## config.mk

```make
export PLATFORM = sky130hd
export DESIGN_NAME = oc_fifteen_pattern_gen_flat
export DESIGN_NICKNAME = d
export VERILOG_FILES = /design/src/rtl/oc_pkg.sv /design/src/rtl/oc_fifteen_pattern_gen_if.sv /design/src/rtl/oc_lfsr4.sv /design/src/rtl/oc_fifteen_pattern_gen.sv /design/src/flat_wrapper.sv
export SDC_FILE = /design/constraint.sdc
export NUM_CORES = 1
export LEC_CHECK = 0
export BUFFER_PORTS_ARGS = -buffer_cell sky130_fd_sc_hd__clkbuf_2
export CAP_MARGIN = 20
export CORE_UTILIZATION = 53
export CTS_CLUSTER_SIZE = 24
export DETAILED_ROUTE_END_ITERATION = 8
export PLACE_DENSITY_LB_ADDON = 0.08
export SLEW_MARGIN = 20
export SYNTH_ARGS = -nofsm -noshare
export SYNTH_HDL_FRONTEND = slang
export SYNTH_SLANG_ARGS = --single-unit
export TNS_END_PERCENT = 30
```

## constraint.sdc

```tcl
create_clock -name clk -period 3.6 [get_ports clk]
set_input_delay 0.36 -clock clk [delete_from_list [all_inputs] [get_ports clk]]
set_output_delay 0.36 -clock clk [all_outputs]
set_load 0.01 [all_outputs]
```

## src/rtl/oc_pkg.sv

```systemverilog
// oc_pkg: shared constants, state encoding and LFSR helper for oc_fifteen_pattern_gen
package oc_pkg;
   localparam int N     = 15;
   localparam int CNT_W = 4;
   typedef enum logic [1:0] {IDLE, FILL, DONE} state_t;
   localparam logic [3:0] LFSR_SEED = 4'b0001;
   localparam logic [3:0] LFSR_TAPS = 4'b1100;
   function automatic logic [3:0] lfsr_next(input logic [3:0] q);
      return {q[2:0], ^(q & LFSR_TAPS)};
   endfunction
endpackage

```

## src/rtl/oc_fifteen_pattern_gen_if.sv

```systemverilog
// oc_fifteen_pattern_gen_if: request/result bundle between pattern generator and its driver
interface oc_fifteen_pattern_gen_if #(
   parameter int N     = oc_pkg::N,
   parameter int CNT_W = oc_pkg::CNT_W
);
   logic             start;
   logic [CNT_W-1:0] count;
   logic             ready;
   logic             busy;
   logic             done;
   logic [N-1:0]     vec;
   logic [CNT_W-1:0] count_q;
   modport master (output start, count, input ready, busy, done, vec, count_q);
   modport slave  (input start, count, output ready, busy, done, vec, count_q);
endinterface

```

## src/rtl/oc_lfsr4.sv

```systemverilog
// oc_lfsr4: 4-bit maximal LFSR (x^4+x^3+1) that steps only when adv is high
module oc_lfsr4
   import oc_pkg::*;
(
   input  logic       clk,
   input  logic       rst,
   input  logic       adv,
   output logic [3:0] q
);
   logic [3:0] q_d, q_q;
   // step on request, otherwise hold
   always_comb q_d = adv ? lfsr_next(q_q) : q_q;
   // state register, seeded on reset only so jobs keep walking the sequence
   always_ff @(posedge clk) q_q <= rst ? LFSR_SEED : q_d;
   assign q = q_q;
endmodule

```

## src/rtl/oc_fifteen_pattern_gen.sv

```systemverilog
// oc_fifteen_pattern_gen: builds a 15-bit vector with exactly count ones, one bit per clock; OCG_SCRAMBLE_EN selects LFSR bit placement
module oc_fifteen_pattern_gen
   import oc_pkg::*;
#(
   parameter int N     = oc_pkg::N,
   parameter int CNT_W = oc_pkg::CNT_W
)(
   input logic                    clk,
   input logic                    rst,
   oc_fifteen_pattern_gen_if.slave bus
);
   state_t           state_d, state_q;
   logic [CNT_W-1:0] rem_d, rem_q;
   logic [CNT_W-1:0] cnt_d, cnt_q;
   logic [N-1:0]     vec_d, vec_q;
   logic [N-1:0]     set_vec;
   logic             ready_q, busy_q, done_q;
`ifdef OCG_SCRAMBLE_EN
   logic [3:0] lfsr;
   logic       set;
   assign set = (state_q == FILL) && (rem_q != '0);
   oc_lfsr4 u_lfsr (.clk(clk), .rst(rst), .adv(set), .q(lfsr));
   assign set_vec = vec_q | (N'(1) << (lfsr - 4'd1));
`else
   assign set_vec = {vec_q[N-2:0], 1'b1};
`endif
   // next-state and datapath: accept, fill one bit per cycle, single done cycle
   always_comb begin
      state_d = state_q;
      rem_d   = rem_q;
      cnt_d   = cnt_q;
      vec_d   = vec_q;
      case (state_q)
         IDLE: if (bus.start) begin
            state_d = FILL;
            rem_d   = bus.count;
            cnt_d   = bus.count;
            vec_d   = '0;
         end
         FILL: if (rem_q != '0) begin
            vec_d = set_vec;
            rem_d = rem_q - 1'b1;
         end else state_d = DONE;
         DONE: state_d = IDLE;
         default: state_d = IDLE;
      endcase
   end
   // registers, status outputs decoded from the next state so they are flops
   always_ff @(posedge clk) begin
      if (rst) begin
         state_q <= IDLE;
         rem_q   <= '0;
         cnt_q   <= '0;
         vec_q   <= '0;
         ready_q <= 1'b1;
         busy_q  <= 1'b0;
         done_q  <= 1'b0;
      end else begin
         state_q <= state_d;
         rem_q   <= rem_d;
         cnt_q   <= cnt_d;
         vec_q   <= vec_d;
         ready_q <= state_d == IDLE;
         busy_q  <= state_d == FILL;
         done_q  <= state_d == DONE;
      end
   end
   assign bus.ready   = ready_q;
   assign bus.busy    = busy_q;
   assign bus.done    = done_q;
   assign bus.vec     = vec_q;
   assign bus.count_q = cnt_q;
endmodule

```

## src/flat_wrapper.sv

```systemverilog
// flat-port wrapper written by rule: the top's interface ports become plain ports
module oc_fifteen_pattern_gen_flat import oc_pkg::*;
#(
   parameter int N     = oc_pkg::N,
   parameter int CNT_W = oc_pkg::CNT_W
)
  (clk, rst, bus_start, bus_count, bus_ready, bus_busy, bus_done, bus_vec, bus_count_q);
  oc_fifteen_pattern_gen_if #(.N(N), .CNT_W(CNT_W)) bus_i ();
  input logic clk;
  input logic rst;
  input wire logic [$bits(bus_i.start)-1:0] bus_start;
  input wire logic [$bits(bus_i.count)-1:0] bus_count;
  output wire logic [$bits(bus_i.ready)-1:0] bus_ready;
  output wire logic [$bits(bus_i.busy)-1:0] bus_busy;
  output wire logic [$bits(bus_i.done)-1:0] bus_done;
  output wire logic [$bits(bus_i.vec)-1:0] bus_vec;
  output wire logic [$bits(bus_i.count_q)-1:0] bus_count_q;
  assign bus_i.start = bus_start;
  assign bus_i.count = bus_count;
  assign bus_ready = bus_i.ready;
  assign bus_busy = bus_i.busy;
  assign bus_done = bus_i.done;
  assign bus_vec = bus_i.vec;
  assign bus_count_q = bus_i.count_q;
  oc_fifteen_pattern_gen #(.N(N), .CNT_W(CNT_W)) u_core (.clk(clk), .rst(rst), .bus(bus_i));
endmodule
```

Word level (Yosys, flattened, before mapping)

Index checks and enable logic that the tools add are counted.

Flip-flop bits (word level): 28
Bits of input ports: 7
Output and inout port bits: 22
Logic and storage cells: 28

$add $sub $neg: 1
Equality and inequality tests: 5
Muxes and demuxes: 9
Reductions and logical operators: 6

Operators with widths:

| kind                                                                | number |
|---|---|
| 15-bit 2-to-1 mux                                                   | 2 |
| 15-bit one-hot mux with 2 select lines                              | 1 |
| 4-bit 2-to-1 mux                                                    | 2 |
| 4-bit one-hot mux with 2 select lines                               | 1 |
| 2-bit by 1-bit == test with 1-bit output (second input constant)    | 2 |
| 2-bit logical NOT                                                   | 2 |
| 2-bit 2-to-1 mux                                                    | 2 |
| 2-bit one-hot mux with 2 select lines                               | 1 |
| 4-bit nonzero test                                                  | 1 |
| 4-bit by 1-bit subtractor with 4-bit output (second input constant) | 1 |
| 3-bit AND reduction                                                 | 1 |
| 2-bit == test (second input constant)                               | 1 |
| 2-bit by 1-bit != test with 1-bit output (second input constant)    | 1 |
| 2-bit != test (second input constant)                               | 1 |
| 2-bit AND reduction                                                 | 1 |
| 2-bit nonzero test                                                  | 1 |

Logic depth before layout (Yosys ltp)

Gate-level depths: netlist (run 1).

Depth in word-level cells: 4
Depth in mapped cells: 7
Mapped depth without buffers: 6

Least setup slack after synthesis (run 1)

Ideal clock, no wire load.

Kind: reg2reg
Start: register u_core.rem_q[0]
End: register u_core.rem_q[3]
Setup time: 0.132 ns
Data arrival time: 1.458 ns
Data required time: 3.468 ns
Setup slack: 2.010 ns
Cell stages (with the launch flop): 8
Buffers on the path: 1
Cell sequence: dfxtp_1 > inv_1 > ha_1 > nor3b_2 > a211o_1 > buf_2 > o21ai_0 > a21oi_1

Cells in the longest elaborated chain, start to end: 3
Elaborated cells between the ends (all ways): 6

RTL lines:

| element                                                                                  | line                                                       | text |
|---|---|---|
| start: declaration                                                                       | oc_fifteen_pattern_gen.sv:13                               | `logic [CNT_W-1:0] rem_d, rem_q;` |
| start signal: assignment                                                                 | oc_fifteen_pattern_gen.sv:60                               | `rem_q <= rem_d;` |
| 4-bit by 1-bit subtractor with 4-bit output / 4-bit nonzero test (equally long branches) | oc_fifteen_pattern_gen.sv:42, oc_fifteen_pattern_gen.sv:40 |  |
| 4-bit 2-to-1 mux / 2-bit by 1-bit != test with 1-bit output (equally long branches)      | n/a                                                        |  |
| 4-bit one-hot mux with 2 select lines / 3-bit AND reduction (equally long branches)      | n/a                                                        |  |

Several ways; a longest one is shown, not always the timed one. The select of a mux whose other input is x is not followed.
A chain may end at the register's enable or synchronous reset.

Worst setup path in the final report (run 1)

Start: register u_core.rem_q[0]
End: register u_core.vec_q[14] (netlist: u_core.bus.vec[14])

Cells in the longest elaborated chain, start to end: 3

RTL lines:

| element                                                   | line                         | text |
|---|---|---|
| 4-bit nonzero test                                        | oc_fifteen_pattern_gen.sv:40 | `FILL: if (rem_q != '0) begin` |
| 2-bit by 1-bit != test with 1-bit output (no source line) | n/a                          |  |
| 3-bit AND reduction (no source line)                      | n/a                          |  |
| end signal: assignment                                    | oc_fifteen_pattern_gen.sv:62 | `vec_q <= vec_d;` |
| end: declaration                                          | oc_fifteen_pattern_gen.sv:15 | `logic [N-1:0] vec_d, vec_q;` |

No other way between the ends.

==> results.cfg, run 1 <==
[outcome]
outcome = completed

[global_route]
antenna_found_initial = 0
grt_overflow = 0
first_global_vias = 754
grt_max_degree = 29
grt_pass1_wl_um = 3030
grt.total_usage = 0.197

[power_and_ir_drop]
combPwrFrac = 0.185
p_per_area_mw_per_mm2 = 545
clockPowerShare = 0.295
switching_share = 0.261
switchingPower_mw = 0.174
power.leakage_nw = 0.523
pwr-share-seq = 0.520
p_int_mw = 0.491
ir_drop_v = 0.000373

[worst_setup_path]
cpPeakStageDelay_ns = 0.69
critPathArrivalTime_ns = 2.17
endpoint_kind = flip-flop
r2r-start = u_core.rem_q[0]
critPathTopFamily = simple AND/OR/NAND/NOR gates
worstRegToRegCells = 6
r2r_end = u_core.bus.vec[14]
required_ns = 3.86
path_buf_inv = 1
path_common_cell = nor2_1
cpMaxStageDelayCell = nor2_1
path_cells = inv_1, ha_1, nor3b_2, nor2_1, a22oi_1, nor2_1
worstSetupStartpointType = flip-flop
crit_type = flip-flop to flip-flop
crit_fanout = 15
r2r_setup_slack_ns = 1.69

[yosys]
synth_cell_types = 25
syn-num-nets = 122
async_flop_share = 0
synth_top_cell_area_share = 0.541
synth_area_sq_mm = 0.00104
synth_area_leader_cell = dfxtp_1
synth_xor_xnor_area_share = 0
synth_area_leaders = dfxtp_1 (54%), a22oi_1 (10%), nor2_1 (8.0%)
yosysSeqAreaShare = 0.541
syn_area_per_cell_sq_um = 9.09
ys_ff_latch = 28
muxShareOfSynthArea = 0.00966
synth_edf_count = 0
synth_fa_ha_area_frac = 0.0121
yosys_warnings = 0
synth_top_family_by_area = simple AND/OR/NAND/NOR gates
synth-compound-area-share = 0.190
syn_inst = 114
ys.flop_type = dfxtp_1
synth-simple-area-share = 0.202

[place]
routabilityCongestion = 0.814
place_inst = 160
place_hpwl_um = 1360
portBuffers = 28

[job]
drv_cap = 0

[die]
ios = 29
die_area_sq_mm = 0.00214
initial_core_util = 0.581
rows = 15
die_y_um = 46.2
core_area_sq_mm = 0.00178
die_w_um = 46.2

[hold_path]
timing.hold.worst.class = input pin to flip-flop
min_from = bus_count[2]
hold-path-endpoint = u_core.bus.count_q[2]
hold_path_depth = 3

[final_layout]
fillers = 162
diodes = 0
drive_gt1_frac = 0.245
fin_nets = 148
areaGrowthSynthToFinish_pct = 17.8
multi_input_area_sq_um = 428
layout.area.seq_sq_um = 561
fin_cells = 164

[clock_network]
post_cts_buffers = 0
post_cts_resized = 0
clkLatencyLatePin_ns = 0.32
ctsHoldBuffers = 0
clk_pin_slew_ns = 0.15
cts-root-buf = clkbuf_4
cts-buffers-inserted = 3
cts_tree = done
clockBufferDepth = 2
h-tree-depth = 1
clkSinkCount = 28

[sta]
rsz0062_at_grt = false
slew_violations = 0
clock_skew_ns = 0.0151
finalCritPeriodShare = 0.531
slew_headroom = 0.407
worst_pin_slew_ns = 0.887
setup_viol = 0
min_period_ns = 1.91
fmax_mhz = 523
finalSetupTns_ns = 0
hold_viol_final = 0

[detailed_routing]
drc_errors = 0
first_pass_iters = 4
routed_wirelength_um = 1860
vias = 873
wl_per_cell_um = 11.4
viasPerCell = 5.32
drt-initial-drc-count = 20
ant_nets = 0
## cell families (layout without fill, tap and decap cells)
group           after synthesis  after routing
compound gates               30             30
fa+ha+maj                     1              1
buf+inv                       9             34
flops                        28             28
mux                           1              1
simple gates                 45             45
## power by group through the flow
| stage | clock [mW] | sequential, mW | combinational [mW] |
|---|---|---|---|
| 6_report | 0.196 | 0.346 | 0.123 |
| 4_1_cts | 0.202 | 0.346 | 0.124 |
| 5_1_grt | 0.213 | 0.350 | 0.140 |
| 3_3_place_gp | 0 | 0.352 | 0.120 |
| 3_5_place_dp | 0 | 0.353 | 0.123 |
| 2_1_floorplan | 0 | 0.355 | 0.0974 |
## worst max-delay path by stage
stage                         start                 end  slack [ns]  cells past startpoint
finish              u_core.rem_q[0]  u_core.bus.vec[14]        1.69                      6
global route        u_core.rem_q[1]   u_core.bus.vec[9]        1.43                      6
CTS                 u_core.rem_q[1]   u_core.bus.vec[7]        1.68                      6
detailed placement  u_core.rem_q[0]   u_core.bus.vec[5]        1.72                      6
global placement    u_core.rem_q[0]   u_core.bus.vec[3]        1.80                      6
floorplan           u_core.rem_q[0]     u_core.rem_q[3]        2.01                      7
## Yosys cell counts (2+ instances only)
cell,count
a21o_1,2
a21oi_1,10
a22oi_1,14
buf_2,2
clkbuf_1,3
dfxtp_1,28
inv_1,2
nand2_1,12
nor2_1,22
nor3_1,2
nor3b_1,2
o21ai_0,2
## through the flow
step	hold slack, ns	utilization	instance area (sq um)	power (mW)	setup WS [ns]
after floorplan	0.445	-	1040	0.452	2.01
after global placement	0.445	0.655	1170	0.472	1.80
after detailed placement	0.452	0.655	1170	0.476	1.72
after CTS	0.245	0.684	1220	0.672	1.68
after global routing	0.240	0.684	1220	0.702	1.43
final	0.257	0.684	1220	0.665	1.69
## registers in the layout (all words and copies together) (netlist names)
signal,count
u_core.bus.vec,15
u_core.bus.count_q,4
u_core.rem_q,4
u_core.state_q,2
u_core.bus.busy,1
u_core.bus.done,1
u_core.bus.ready,1
## per-layer routing
metal | routed length (um) | global-route usage
met2 | 982 | 0.349
met4 | 15 | 0.0941
met3 | 88 | 0.0235
met5 | 0 | 0
met1 | 778 | 0.231
## worst min-delay path, stage by stage
cell and delay, ns:
clkbuf_2 0.09, nand2_1 0.05, a21oi_1 0.05
## layout make-up
cell class / instances / share of cell area
Sequential cell: 28 / 0.459
Multi-Input combinational cell: 77 / 0.351
Tap cell: 25 / 0.0256
Inverter: 2 / 0.00615
Clock buffer: 3 / 0.0185
Clock inverter: 1 / 0.0246
Timing Repair Buffer: 28 / 0.115
## cells in the final DEF (no fill, tap or decap), types with 2 or more instances in the layout
cell type | synthesis | layout
a21o_1 | 2 | 2
a21oi_1 | 10 | 10
a22oi_1 | 14 | 14
clkbuf_2 | 0 | 28
clkbuf_4 | 0 | 3
dfxtp_1 | 28 | 28
inv_1 | 2 | 2
nand2_1 | 12 | 12
nor2_1 | 22 | 22
nor3_1 | 2 | 2
nor3b_1 | 2 | 2
o21ai_0 | 2 | 2
Note: power is estimated with default switching activity, not from simulation.
==> inputs of run 2 (changes only) <==
--- a/config.mk
+++ b/config.mk
@@ -7,7 +7,7 @@
 export LEC_CHECK = 0
 export BUFFER_PORTS_ARGS = -buffer_cell sky130_fd_sc_hd__clkbuf_2
 export CAP_MARGIN = 20
-export CORE_UTILIZATION = 53
+export CORE_UTILIZATION = 49
 export CTS_CLUSTER_SIZE = 24
 export DETAILED_ROUTE_END_ITERATION = 8
 export PLACE_DENSITY_LB_ADDON = 0.08
==> constraint.sdc (replaced) <==
create_clock -name clk -period 2 [get_ports clk]
set_input_delay 0.2 -clock clk [delete_from_list [all_inputs] [get_ports clk]]
set_output_delay 0.2 -clock clk [all_outputs]
set_load 0.01 [all_outputs]
==> run 2 against run 1 <==
  * Worst setup slack got worse by 1.5 ns
  * Sequential share of layout area increased by 0.094 points
  * Via count decreased by 1.6%
  * Die area increased by 7.8%
  * Count of clock-buffer cells in the layout increased by 1
  * Register-to-register slack got worse by 1.5 ns
  * Sequential power increased by 80%
  * Clock power increased by 37%
  * Largest cell class unchanged
  * Largest power group unchanged
  * Global-route usage decreased by 1.3 points
  * Non-clock buffer count increased by 1
==> results.cfg, run 2 (synthesized netlist as in run 1, its figures left out) <==
[die]
die_y_um = 48.0
core_area_sq_mm = 0.00198
rows = 16
die_area_sq_mm = 0.00230
die_w_um = 48.0
initial_core_util = 0.523
ios = 29

[job]
drv_cap = 0

[global_route]
grt.total_usage = 0.183
first_global_vias = 673
grt_max_degree = 29
grt_pass1_wl_um = 2920
antenna_found_initial = 0
grt_overflow = 0

[clock_network]
clk_pin_slew_ns = 0.14
clkSinkCount = 28
post_cts_buffers = 0
cts_tree = done
cts-root-buf = clkbuf_4
clockBufferDepth = 2
cts-buffers-inserted = 3
clkLatencyLatePin_ns = 0.32
h-tree-depth = 1

[worst_setup_path]
crit_type = flip-flop to flip-flop
r2r_end = u_core.bus.vec[6]
r2r_setup_slack_ns = 0.21
required_ns = 2.20
worstSetupStartpointType = flip-flop
cpMaxStageDelayCell = a211o_2
path_cells = inv_1, ha_1, nor3b_2, a211o_2, a22oi_1, nor2_1
crit_fanout = 22
endpoint_kind = flip-flop
critPathArrivalTime_ns = 1.99
worstRegToRegCells = 6
r2r-start = u_core.rem_q[0]
cpPeakStageDelay_ns = 0.50

[detailed_routing]
drc_errors = 0
ant_nets = 0
vias = 859
first_pass_iters = 3
viasPerCell = 5.14
wl_per_cell_um = 11.5
drt-initial-drc-count = 10
routed_wirelength_um = 1920

[place]
portBuffers = 28
place_hpwl_um = 1370
routabilityCongestion = 0.856
post-place-ws_ns = 0.0767

[hold_path]
min_from = bus_count[2]
timing.hold.worst.class = input pin to flip-flop
hold-path-endpoint = u_core.bus.count_q[2]
hold_path_depth = 3

[sta]
slew_headroom = 0.605
worst_pin_slew_ns = 0.591
slew_violations = 0
finalWorstSetupSlack_ns = 0.210
min_period_ns = 1.79
finalSetupTns_ns = 0
hold_viol_final = 0
setup_viol = 0
fmax_mhz = 559
clock_skew_ns = 0.00382
finalCritPeriodShare = 0.895
rsz0062_at_grt = false

[power_and_ir_drop]
switchingPower_mw = 0.322
power.leakage_nw = 0.519
p_int_mw = 0.798
combPwrFrac = 0.204
pwr-share-seq = 0.556
switching_share = 0.287
ir_drop_v = 0.000619
p_per_area_mw_per_mm2 = 920
clockPowerShare = 0.240

[outcome]
outcome = completed

[final_layout]
drive_gt1_frac = 0.264
areaGrowthSynthToFinish_pct = 17.5
largest_register_ffs = 15
final_cell_mix = clkbuf_2 (28), dfxtp_1 (28), nor2_1 (21)
diodes = 0
fin_nets = 149
-- run 2: cell types whose count changed in the layout (fill, tap and decap cells not counted), sizes merged --
cell,change
clkbuf,+1
buf,+1
bufinv,-1
-- run 2: through the flow --
step	hold slack, ns	cell area [sq um]	cells	power [mW]	utilization
finish	0.107	1220	167	1.12	0.614
floorplan	0.336	1040	114	0.814	-
global placement	0.442	1180	163	0.857	0.594
global route	0.105	1220	167	1.18	0.614
CTS	0.102	1210	167	1.13	0.612
detailed placement	0.447	1180	163	0.863	0.594
-- run 2: timing repair --
action	in CTS	in global routing
setup endpoints to repair	0	18
hold buffers	0	0
resized for setup	0	2
-- run 2: power groups by stage --
stage	registers, mW	logic [mW]	clock network, mW
after floorplan	0.639	0.175	0
after global placement	0.634	0.223	0
after detailed placement	0.636	0.227	0
after CTS	0.623	0.228	0.275
after global routing	0.630	0.260	0.295
final	0.623	0.228	0.269
-- run 2: cell type report --
type | instances | area (sq um)
inverters | 2 | 7.51
clock buffers | 4 | 36.3
flip-flops and latches | 28 | 561
well taps | 27 | 33.8
fillers | 177 | 764
repair buffers | 29 | 148
multi-input cells | 77 | 432
-- run 2: worst max-delay path by stage --
| stage | start | cells past startpoint | end |
|---|---|---|---|
| 2_1_floorplan | u_core.rem_q[0] | 7 | u_core.rem_q[3] |
| 6_report | u_core.rem_q[0] | 6 | u_core.bus.vec[6] |
| 5_1_grt | u_core.rem_q[0] | 6 | u_core.bus.vec[10] |
| 4_1_cts | u_core.rem_q[0] | 6 | u_core.bus.vec[6] |
| 3_5_place_dp | u_core.rem_q[0] | 6 | u_core.bus.vec[6] |
| 3_3_place_gp | u_core.rem_q[0] | 6 | u_core.bus.vec[3] |
-- run 2: worst max-delay path, delay by kind of cell (launching register included) --
kind / cells / cell delay (ns)
buffers and inverters: 1 / 0.06
flip-flops: 1 / 0.40
AO/OA/AOI/OAI: 2 / 0.75
AND/OR/NAND/NOR: 2 / 0.25
adder cells (fa/ha/maj): 1 / 0.21
-- run 2: metal layers --
metal	track usage	wire length, um
met2	0.295	921
met5	0	0
met3	0.0491	74
met4	0.0667	14
met1	0.235	912
==> inputs of run 3 (changes only) <==
--- a/config.mk
+++ b/config.mk
@@ -8,8 +8,11 @@
 export BUFFER_PORTS_ARGS = -buffer_cell sky130_fd_sc_hd__clkbuf_2
 export CAP_MARGIN = 20
 export CORE_UTILIZATION = 49
+export CTS_CLUSTER_DIAMETER = 100
 export CTS_CLUSTER_SIZE = 24
 export DETAILED_ROUTE_END_ITERATION = 8
+export GPL_ROUTABILITY_DRIVEN = 0
+export GPL_TIMING_DRIVEN = 0
 export PLACE_DENSITY_LB_ADDON = 0.08
 export SLEW_MARGIN = 20
 export SYNTH_ARGS = -nofsm -noshare
==> run 3 against run 2 <==
  * Utilization up 2.0 points
  * Die area stayed put
  * Combinational power is 11% higher
  * Critical path depth rose by 1
  * Clock power up 36%
  * Clock skew rose by 0.0056 ns
  * Sequential power hardly changed
  * Worst hold slack worse by 0.0034 ns
  * Sequential share of layout area decreased by 1.5 points
  * Register-to-register slack worse by 0.04 ns
  * Cell area increased by 3.3%
  * Worst setup slack lost 0.042 ns
  * Largest power group unchanged
==> results.cfg, run 3 (synthesized netlist as in run 1, its figures left out) <==
[global_route]
first_global_vias = 741
grt.total_usage = 0.204
antenna_found_initial = 0
grt_overflow = 0
grt_max_degree = 17
grt_pass1_wl_um = 3120

[final_layout]
layout_commonest_cell = dfxtp_1
layout.area.seq_sq_um = 561
fin_nets = 154
largest_register_ffs = 15
final_cell_mix = dfxtp_1 (28), clkbuf_2 (27), nor2_1 (22)
fillers = 175
areaGrowthSynthToFinish_pct = 21.4
diodes = 0
multi_input_area_sq_um = 428
drive_gt1_frac = 0.255

[sta]
min_period_ns = 1.83
hold_viol_final = 0
slew_headroom = 0.697
slew_violations = 0
clock_skew_ns = 0.00946
rsz0062_at_grt = false
setup_viol = 0
worst_pin_slew_ns = 0.454
finalCritPeriodShare = 0.916
finalSetupTns_ns = 0
whs_ns = 0.103
fmax_mhz = 546

[clock_network]
cts-buffers-inserted = 3
clockBufferDepth = 2
ctsHoldBuffers = 0
cts_tree = done
cts-root-buf = clkbuf_4
post_cts_buffers = 0
h-tree-depth = 1
clk_pin_slew_ns = 0.15
clkSinkCount = 28
post_cts_resized = 0
clkLatencyLatePin_ns = 0.33

[detailed_routing]
drt-initial-drc-count = 16
viasPerCell = 5.24
wl_per_cell_um = 12.4
first_pass_iters = 5
routed_wirelength_um = 2130
ant_nets = 0
vias = 901
drc_errors = 0

[power_and_ir_drop]
p_int_mw = 0.902
switchingPower_mw = 0.341
switching_share = 0.275
pwr-share-seq = 0.501
ir_drop_v = 0.000570
combPwrFrac = 0.204
power.leakage_nw = 0.542
total_power_mw = 1.24
p_per_area_mw_per_mm2 = 989
clockPowerShare = 0.295

[die]
rows = 16
ios = 29
die_area_sq_mm = 0.00230
die_w_um = 48.0
core_area_sq_mm = 0.00198
initial_core_util = 0.523
die_y_um = 48.0

[place]
place_hpwl_um = 1500
portBuffers = 27

[worst_setup_path]
crit_fanout = 10
path_cells = inv_1, ha_1, nor3b_2, a211o_1, buf_2, o21ai_0, a21oi_1
cpPeakStageDelay_ns = 0.40
critPathArrivalTime_ns = 2.04
cpMaxStageDelayCell = dfxtp_1
required_ns = 2.21
worstSetupStartpointType = flip-flop
crit_type = flip-flop to flip-flop
endpoint_kind = flip-flop

[outcome]
outcome = completed

[job]
drv_cap = 0

[hold_path]
timing.hold.worst.class = input pin to flip-flop
==> run 3: changes by cell type in the layout (fill, tap and decap cells not counted) <==
cell       delta
clkbuf_1      +3
buf_2         +2
a211o_1       +1
a211o_2       -1
buf_6         +1
bufinv_16     +1
clkbuf_2      -1
clkbuf_8      -1
nor2_1        +1
nor2_2        -1
==> run 3: power by group through the flow <==
stage,Combinational [mW],Clock [mW],Sequential [mW]
finish,0.253,0.367,0.623
global route,0.279,0.397,0.629
CTS,0.255,0.378,0.622
detailed placement,0.252,0,0.634
global placement,0.243,0,0.633
floorplan,0.175,0,0.639
==> run 3: area by class of cell <==
class | count | area share
sequential | 28 | 0.446
multi-input combinational | 77 | 0.340
timing repair buffer | 27 | 0.107
buffer | 7 | 0.0318
tap | 27 | 0.0269
clock inverter | 1 | 0.0239
clock buffer | 3 | 0.0179
inverter | 2 | 0.00597
==> run 3: worst paths after layout <==
kind	from	slack, ns	cells after the start	to
setup / recovery	u_core.rem_q[0]	0.17	7	u_core.rem_q[3]
hold / removal	bus_count[1]	0.10	3	u_core.bus.count_q[1]
setup reg to reg	u_core.rem_q[0]	0.17	7	u_core.rem_q[3]
hold reg to reg	u_core.bus.count_q[1]	0.47	2	u_core.bus.count_q[1]
==> run 3: stage by stage <==
stage               instances  setup slack [ns]  utilization  area (sq um)
floorplan                 114             0.410            -          1040
global placement          168             0.266        0.608          1200
detailed placement        168             0.214        0.608          1200
CTS                       172             0.181        0.634          1260
global route              172            0.0611        0.634          1260
finish                    172             0.169        0.634          1260
==> run 3: metal layers <==
metal / GRT usage / routed length [um] / vias up
met5: 0 / 0 / -
met4: 0.117 / 21 / 0
met3: 0.0528 / 98 / 2
met2: 0.349 / 1040 / 21
met1: 0.227 / 971 / 422
li1: - / - / 456
==> run 3: critical path, delay by kind of cell, from the launching register on <==
family,cells,cell delay [ns]
flops,1,0.40
simple gates,1,0.19
compound gates,3,0.61
buf+inv,2,0.28
fa+ha+maj,1,0.23
